<file path="src/rtl/hazard_scoreboard.sv">
// rtl/hazard_scoreboard.sv - pipeline hazard scoreboard: stalls, forwarding selects, branch flush
// Three in-flight write slots mirror ID/EX, EX/MEM and MEM/WB.
module hazard_scoreboard #(
    parameter int REG_ADDR_W   = 5,
    parameter int NUM_SRC      = 2,
    parameter int ALLOW_FWD    = 1,
    parameter int FLUSH_CYCLES = 2,
    parameter int CNT_W        = 16
) (
    input  logic                          clk,
    input  logic                          rst,
    input  logic                          id_valid,
    input  logic [NUM_SRC*REG_ADDR_W-1:0] id_src_addr,
    input  logic [NUM_SRC-1:0]            id_src_used,
    input  logic [REG_ADDR_W-1:0]         id_dst_addr,
    input  logic                          id_reg_write,
    input  logic                          id_mem_read,
    input  logic                          branch_taken,
    output logic                          stall,
    output logic                          flush,
    output logic [NUM_SRC*2-1:0]          fwd_sel,
    output logic [(1<<REG_ADDR_W)-1:0]    pending,
    output logic [CNT_W-1:0]              stall_count,
    output logic [CNT_W-1:0]              flush_count
);

    localparam int FC_W = (FLUSH_CYCLES > 1) ? $clog2(FLUSH_CYCLES) : 1;
    localparam logic [FC_W-1:0] FLUSH_RELOAD = FC_W'(FLUSH_CYCLES - 1);

    logic                  eValid, mValid, wValid;
    logic [REG_ADDR_W-1:0] eDst, mDst, wDst;
    logic                  eLoad;
    logic [FC_W-1:0]       flushCnt;

    logic [NUM_SRC-1:0]    matchE, matchM;
    logic [NUM_SRC*2-1:0]  fwdNext;
    logic                  loadUse, interlock, advance;
    logic [REG_ADDR_W-1:0] srcAddr;
    logic                  srcHit;

    always_comb begin
        matchE  = '0;
        matchM  = '0;
        srcAddr = '0;
        srcHit  = 1'b0;
        for (int k = 0; k < NUM_SRC; k++) begin
            srcAddr   = id_src_addr[k*REG_ADDR_W +: REG_ADDR_W];
            // r0 is hard-wired, so it never creates a dependency
            srcHit    = id_valid & id_src_used[k] & (srcAddr != '0);
            matchE[k] = srcHit & eValid & (srcAddr == eDst);
            matchM[k] = srcHit & mValid & (srcAddr == mDst);
        end
    end

    always_comb begin
        flush     = branch_taken | (flushCnt != '0);
        loadUse   = (|matchE) & eLoad;
        interlock = (|matchE) | (|matchM);
        stall     = 1'b0;
        if (!flush) begin
            stall = (ALLOW_FWD != 0) ? loadUse : interlock;
        end
        advance = id_valid & ~stall & ~flush;
    end

    // Youngest producer wins; a WB match is covered by write-before-read in the regfile
    always_comb begin
        fwdNext = '0;
        if (ALLOW_FWD != 0 && advance) begin
            for (int k = 0; k < NUM_SRC; k++) begin
                if (matchE[k]) begin
                    fwdNext[k*2 +: 2] = 2'b01;
                end else if (matchM[k]) begin
                    fwdNext[k*2 +: 2] = 2'b10;
                end
            end
        end
    end

    always_comb begin
        pending = '0;
        if (eValid) pending[eDst] = 1'b1;
        if (mValid) pending[mDst] = 1'b1;
        if (wValid) pending[wDst] = 1'b1;
        pending[0] = 1'b0;
    end

    always_ff @(posedge clk or negedge rst) begin
        if (!rst) begin
            eValid      <= 1'b0;
            mValid      <= 1'b0;
            wValid      <= 1'b0;
            eDst        <= '0;
            mDst        <= '0;
            wDst        <= '0;
            eLoad       <= 1'b0;
            flushCnt    <= '0;
            fwd_sel     <= '0;
            stall_count <= '0;
            flush_count <= '0;
        end else begin
            wValid  <= mValid;
            wDst    <= mDst;
            mValid  <= eValid;
            mDst    <= eDst;
            // Stalls and flushes leave a bubble in E; the squashed instruction never lands
            eValid  <= advance & id_reg_write & (id_dst_addr != '0);
            eDst    <= id_dst_addr;
            eLoad   <= id_mem_read;
            fwd_sel <= fwdNext;

            if (branch_taken) begin
                flushCnt <= FLUSH_RELOAD;
            end else if (flushCnt != '0) begin
                flushCnt <= flushCnt - FC_W'(1);
            end

            if (stall && stall_count != '1) begin
                stall_count <= stall_count + CNT_W'(1);
            end
            if (flush && flush_count != '1) begin
                flush_count <= flush_count + CNT_W'(1);
            end
        end
    end

endmodule

</file>
<file path="config.mk">
export PLATFORM = sky130hd
export DESIGN_NAME = hazard_scoreboard
export DESIGN_NICKNAME = d
export VERILOG_FILES = /design/src/rtl/hazard_scoreboard.sv
export SDC_FILE = /design/constraint.sdc
export NUM_CORES = 1
export LEC_CHECK = 0
export CAP_MARGIN = 10
export CORE_MARGIN = 5
export CORE_UTILIZATION = 40
export CTS_CLUSTER_SIZE = 8
export DETAILED_ROUTE_END_ITERATION = 10
export PLACE_DENSITY = 0.69
export RECOVER_POWER = 25
export REMOVE_ABC_BUFFERS = 1
export SLEW_MARGIN = 20
export SYNTH_ARGS = -nofsm -noshare
export SYNTH_HDL_FRONTEND = slang
export SYNTH_SLANG_ARGS = --single-unit
</file>
<file path="constraint.sdc">
create_clock -name clk -period 3.5 [get_ports clk]
set_input_delay 0.7 -clock clk [delete_from_list [all_inputs] [get_ports clk]]
set_output_delay 0.7 -clock clk [all_outputs]
set_load 0.01 [all_outputs]
</file>
### Word-level counts from Yosys, hierarchy flattened

Cells that the tools add are included.

| storage, ports and cells | value |
|---|---|
| bits of input ports | 23 |
| register bits after elaboration | 56 |
| bits in latches | 0 |
| memories | 0 |
| bits in read-only memories | 0 |
| word-level logic and storage cells | 74 |
| output and inout port bits | 70 |
| RAM bits | 0 |

| cells by class | value |
|---|---|
| equality and inequality tests | 6 |
| reductions and logical operators | 9 |
| $mul | 0 |
| bitwise gates (word level) | 22 |
| div/mod/pow operators | 0 |
| $lt $le $gt $ge | 6 |
| $add $sub $neg | 3 |
| shift operators | 0 |
| mux-type cells | 17 |

Operator list:

| kind | count |
|---|---|
| $mux 32 | 3 |
| $or 32x32->32 | 2 |
| $add 16x1->16 const B | 2 |
| $ne 16x16->1 const B | 2 |
| $eq 5x5->1 | 4 |
| $lt 5x6->1 const B | 3 |
| $and 1x1->1 | 17 |
| $demux 1 s5 | 3 |
| $ge 5x1->1 const B | 3 |
| $reduce_bool 5->1 | 3 |
| $mux 2 | 4 |
| $mux 1 | 6 |
| $logic_and 1x1->1 | 5 |
| $mux 4 | 1 |
| $not 1->1 | 2 |
| $reduce_or 2->1 | 1 |
| $or 1x1->1 | 1 |
| $sub 1x1->1 const B | 1 |

### Depth between registers and ports, before layout

| logic depth | value |
|---|---|
| word-level depth | 12 |
| depth in mapped cells | 7 |

### Least setup slack after synthesis

No wires, ideal clock.

| path | value |
|---|---|
| kind | in2out |
| from | input port id_src_addr[1] |
| to | output port stall |
| stages | 4 |
| path slack | 1.114 ns |
| arrival time | 1.686 ns |
| data required time | 2.800 ns |
| buffers on the path | 0 |
| cell sequence | xnor2_1 nand2_1 or4_4 a21oi_4 |

| between the ends | value |
|---|---|
| word-level cells in the longest chain between the ends | 7 |

Ends and longest elaborated chain:

| item | RTL line | RTL |
|---|---|---|
| start: declaration | 13 | `input logic [NUM_SRC*REG_ADDR_W-1:0] id_src_addr,` |
| $reduce_bool 5->1 | 49 | `srcHit = id_valid & id_src_used[k] & (srcAddr != '0);` |
| $and 1x1->1 | 49 |  |
| $and 1x1->1 | 50 | `matchE[k] = srcHit & eValid & (srcAddr == eDst);` |
| $and 1x1->1 * | 50 |  |
| $reduce_or 2->1 * | n/a |  |
| $and 1x1->1 * | 57 | `loadUse = (\|matchE) & eLoad;` |
| $mux 1 * | 60 | `if (!flush) begin` |
| end: declaration | 19 | `output logic stall,` |

Mark *: on every way between the ends. The rest lies on a longest branch, timed or not.

### Final worst setup path

| path | value |
|---|---|
| from | input port id_src_addr[9] |
| to | output port stall |

Same word-level chain as after synthesis.

==> flow_metrics.env <==
export IMPL_hp_class="flop to flop"
export IMPL_drv_cap=1
export IMPL_via_count=3081
export IMPL_hold_viol=0
export IMPL_r2r_setup_slack_ns=1.27
export IMPL_clock_path_buffers=2
export IMPL_clkLatencyLatePin_ns=0.31
export IMPL_die_x_um=100.9
export IMPL_netlist_area_um2=3306
export IMPL_reg2regPathDepth=6
export IMPL_p_per_area_nw_per_um2=344.9
export IMPL_clock_sinks=56
export IMPL_cts_tree="done"
export IMPL_required_ns=2.80
export IMPL_syn_avg_cell_area_um2=9.286
export IMPL_final_cell_area_um2=4461
export IMPL_min_from="mValid"
export IMPL_period_share_pct=87.74
export IMPL_h_tree_depth=2
export IMPL_grtUsageTotal_pct=18.71
export IMPL_power_leakage_nw=1.936
export IMPL_clkTransAtPathRegs_ns=0.09
export IMPL_hold_path_cell_count=0
export IMPL_fin_setup_tns_ns=0
export IMPL_gr_total_overflow=0
export IMPL_fmax_mhz=325.7
export IMPL_syn_to_final_growth_pct=34.94
export IMPL_synthCells=356
export IMPL_whs_endpoint="wValid"
export IMPL_place_inst=548
export IMPL_slew_headroom_pct=-0.9862
export IMPL_fin_nets=475
export IMPL_cp_startpoint="id_src_addr[9]"
export IMPL_final_cells=556
export IMPL_crit_path_max_fanout=3
export IMPL_placed_area_um2=4335
export IMPL_fillers=745
export IMPL_wl_per_cell_um=16.92
export IMPL_ys_warn_count=0
export IMPL_grt_pass1_vias=3148
export IMPL_root_buffer="clkbuf_8"
export IMPL_seqCellArea_um2=1401
export IMPL_multi_input_area_um2=1810
export IMPL_initial_utilization_pct=40.64
export IMPL_drt_iter0_markers=157
export IMPL_tightest_slew_ns=1.515
export IMPL_status="finished, violations left"
export IMPL_viasPerCell=5.541
export IMPL_arrival_ns=2.37
export IMPL_hold_buffers=0
export IMPL_routed_wl_um=9408
export IMPL_fin_skew_ns=0.01070
export IMPL_die_y_um=100.9
export IMPL_path_cells="clkdlybuf4s50_1 -> xnor2_2 -> nand2_1 -> or4_4 -> a21oi_4 -> dlymetal6s2s_1"
export IMPL_crit_path_end_kind="output pin"
export IMPL_violations="max-capacitance violations, max-slew violations"
export IMPL_seq_area_frac_synth_pct=42.39
export IMPL_antenna_found_initial=0
export IMPL_design_core_area_um2=8134
export IMPL_drc=0
export IMPL_io_pins=93
export IMPL_worstSetupPathType="input pin to output pin"
export IMPL_rsz0062_at_grt="no"
export IMPL_dieArea_um2=10180
export IMPL_drive_above_1_share_pct=7.761
export IMPL_num_rows=33
export IMPL_grt_pass1_wl_um=15210
export IMPL_period_needed_ns=3.071
export IMPL_synth_seq_cells=56
export IMPL_hpwl_um=6893
export IMPL_setup_viol_count_final=0
export IMPL_cp_top_family="buffers and inverters"
export IMPL_whs_ns=0.4722
export IMPL_grt_max_degree=30
export IMPL_slowest_delay_ns=0.56
export IMPL_cp_num_buf_inv=2
export IMPL_diodes=0
export IMPL_port_buffers=91
export IMPL_drtPass1Iterations=5
export IMPL_synth_cell_types=43
export IMPL_reg2reg_from="eDst[4]"
export IMPL_vdd_ir_drop_max_uv=312.9
export IMPL_worst_path_max_delay_cell="clkdlybuf4s50_1"
export IMPL_r2r_end="stall_count[7]"
export IMPL_critPathLaunchType="input pin"
export IMPL_ant_nets=0
export IMPL_cts_made_buffers=5
export IMPL_finalWeightedCongestion=0.9223
export IMPL_maxSlewViolCount=29
==> cells by family after synthesis <==
group           synth area share [%]
mux                            1.135
compound gates                 10.60
xor+xnor                       12.64
flops                          42.39
other cells                   0.1134
buf+inv                        2.839
fa+ha+maj                     0.7569
simple gates                   29.52
==> power breakdown <==
part	internal, W	switching (W)
registers	0.000702	0.0000868
logic	0.000172	0.000138
clock network	0.000234	0.000205
total	0.00111	0.000430
==> worst max-delay path by stage <==
stage / end / depth (start not counted)
4_1_cts: stall / 6
5_1_grt: stall / 6
6_report: stall / 6
3_3_place_gp: stall / 6
3_5_place_dp: stall / 6
2_1_floorplan: stall / 4
==> metrics by stage <==
stage	setup slack [ns]	util, %	power (W)
after CTS	0.01789	54.79	0.001552
after detailed placement	0.02316	53.30	0.001111
after global routing	0.3428	54.84	0.001610
final	0.4293	54.84	0.001538
after global placement	0.05887	53.30	0.001106
after floorplan	1.114	-	0.0009266
==> state kept, by name, summed over array words and instances, names as in the netlist <==
signal       cells
flush_count     16
stall_count     16
eDst             5
mDst             5
wDst             5
fwd_sel          4
eLoad            1
eValid           1
flushCnt         1
mValid           1
wValid           1
==> synth_stat cells (all sizes together) <==
cell,instances,area share [%]
nor3,14,2.1
o21ai,2,0.30
a311oi,1,0.26
xnor2,31,8.7
nand2,84,9.5
nor3b,13,3.0
and4,3,0.79
a22oi,29,6.6
o21a,1,0.23
inv,5,0.57
dfrtp,56,42
buf,5,1.4
a21oi,4,0.95
nand3,12,1.8
nor2,14,1.7
and3b,9,2.5
or3b,1,0.26
a222oi,2,0.61
o211ai,1,0.38
xor2,15,4.0
a41oi,1,0.26
a2111oi,2,0.53
ha,2,0.76
o2111ai,1,0.26
nor4,3,1.1
conb,1,0.11
and3,11,2.1
nor4b,1,0.45
nand4,12,2.3
o21bai,1,0.23
or4,5,1.4
and2,3,0.57
clkbuf,8,0.91
mux2,3,1.1
==> what timing repair did <==
item / 4_1_cts / 5_1_grt
setup buffers: 0 / 0
resized for setup: 0 / 2
setup endpoints to repair: 0 / 1
==> placed cells by master, fill, tap and decap left out, types with 2 or more instances in the layout <==
cell type	netlist	routed
nand4_1	12	12
dfrtp_1	56	56
dlygate4sd3_1	0	6
mux2_2	2	2
nor3_1	14	14
xor2_1	15	15
buf_4	1	9
dlymetal6s2s_1	0	2
xnor2_2	2	2
ha_1	2	2
or4_1	3	3
and3_1	10	10
nand2_1	84	84
nand3_1	12	12
clkbuf_8	0	6
and3b_2	2	2
and3b_1	7	7
nor3b_1	13	13
or4_4	2	2
a22oi_1	29	29
a2111oi_0	2	2
and4_1	3	3
nor4_2	3	3
inv_1	5	5
nor2_1	13	13
clkdlybuf4s50_1	0	82
o21ai_1	2	2
and2_1	3	3
a21oi_1	3	3
xnor2_1	29	29
a222oi_1	2	2
==> metal layers <==
layer	track usage [%]	up-vias	share of wire [%]
met5	0	-	0
met4	5.828	0	1.6
met3	4.637	17	8.5
met2	30.68	135	47
met1	24.37	1473	43
li1	-	1456	-
==> area by class of cell <==
cell class                      count  area share, %
Multi-Input combinational cell    282          40.59
Sequential cell                    56          31.42
Timing Repair Buffer              100          21.91
Tap cell                          105          2.945
Clock buffer                        6          1.851
Clock inverter                      2         0.8696
Inverter                            5         0.4208
Note: power is estimated with default switching activity, not from simulation.
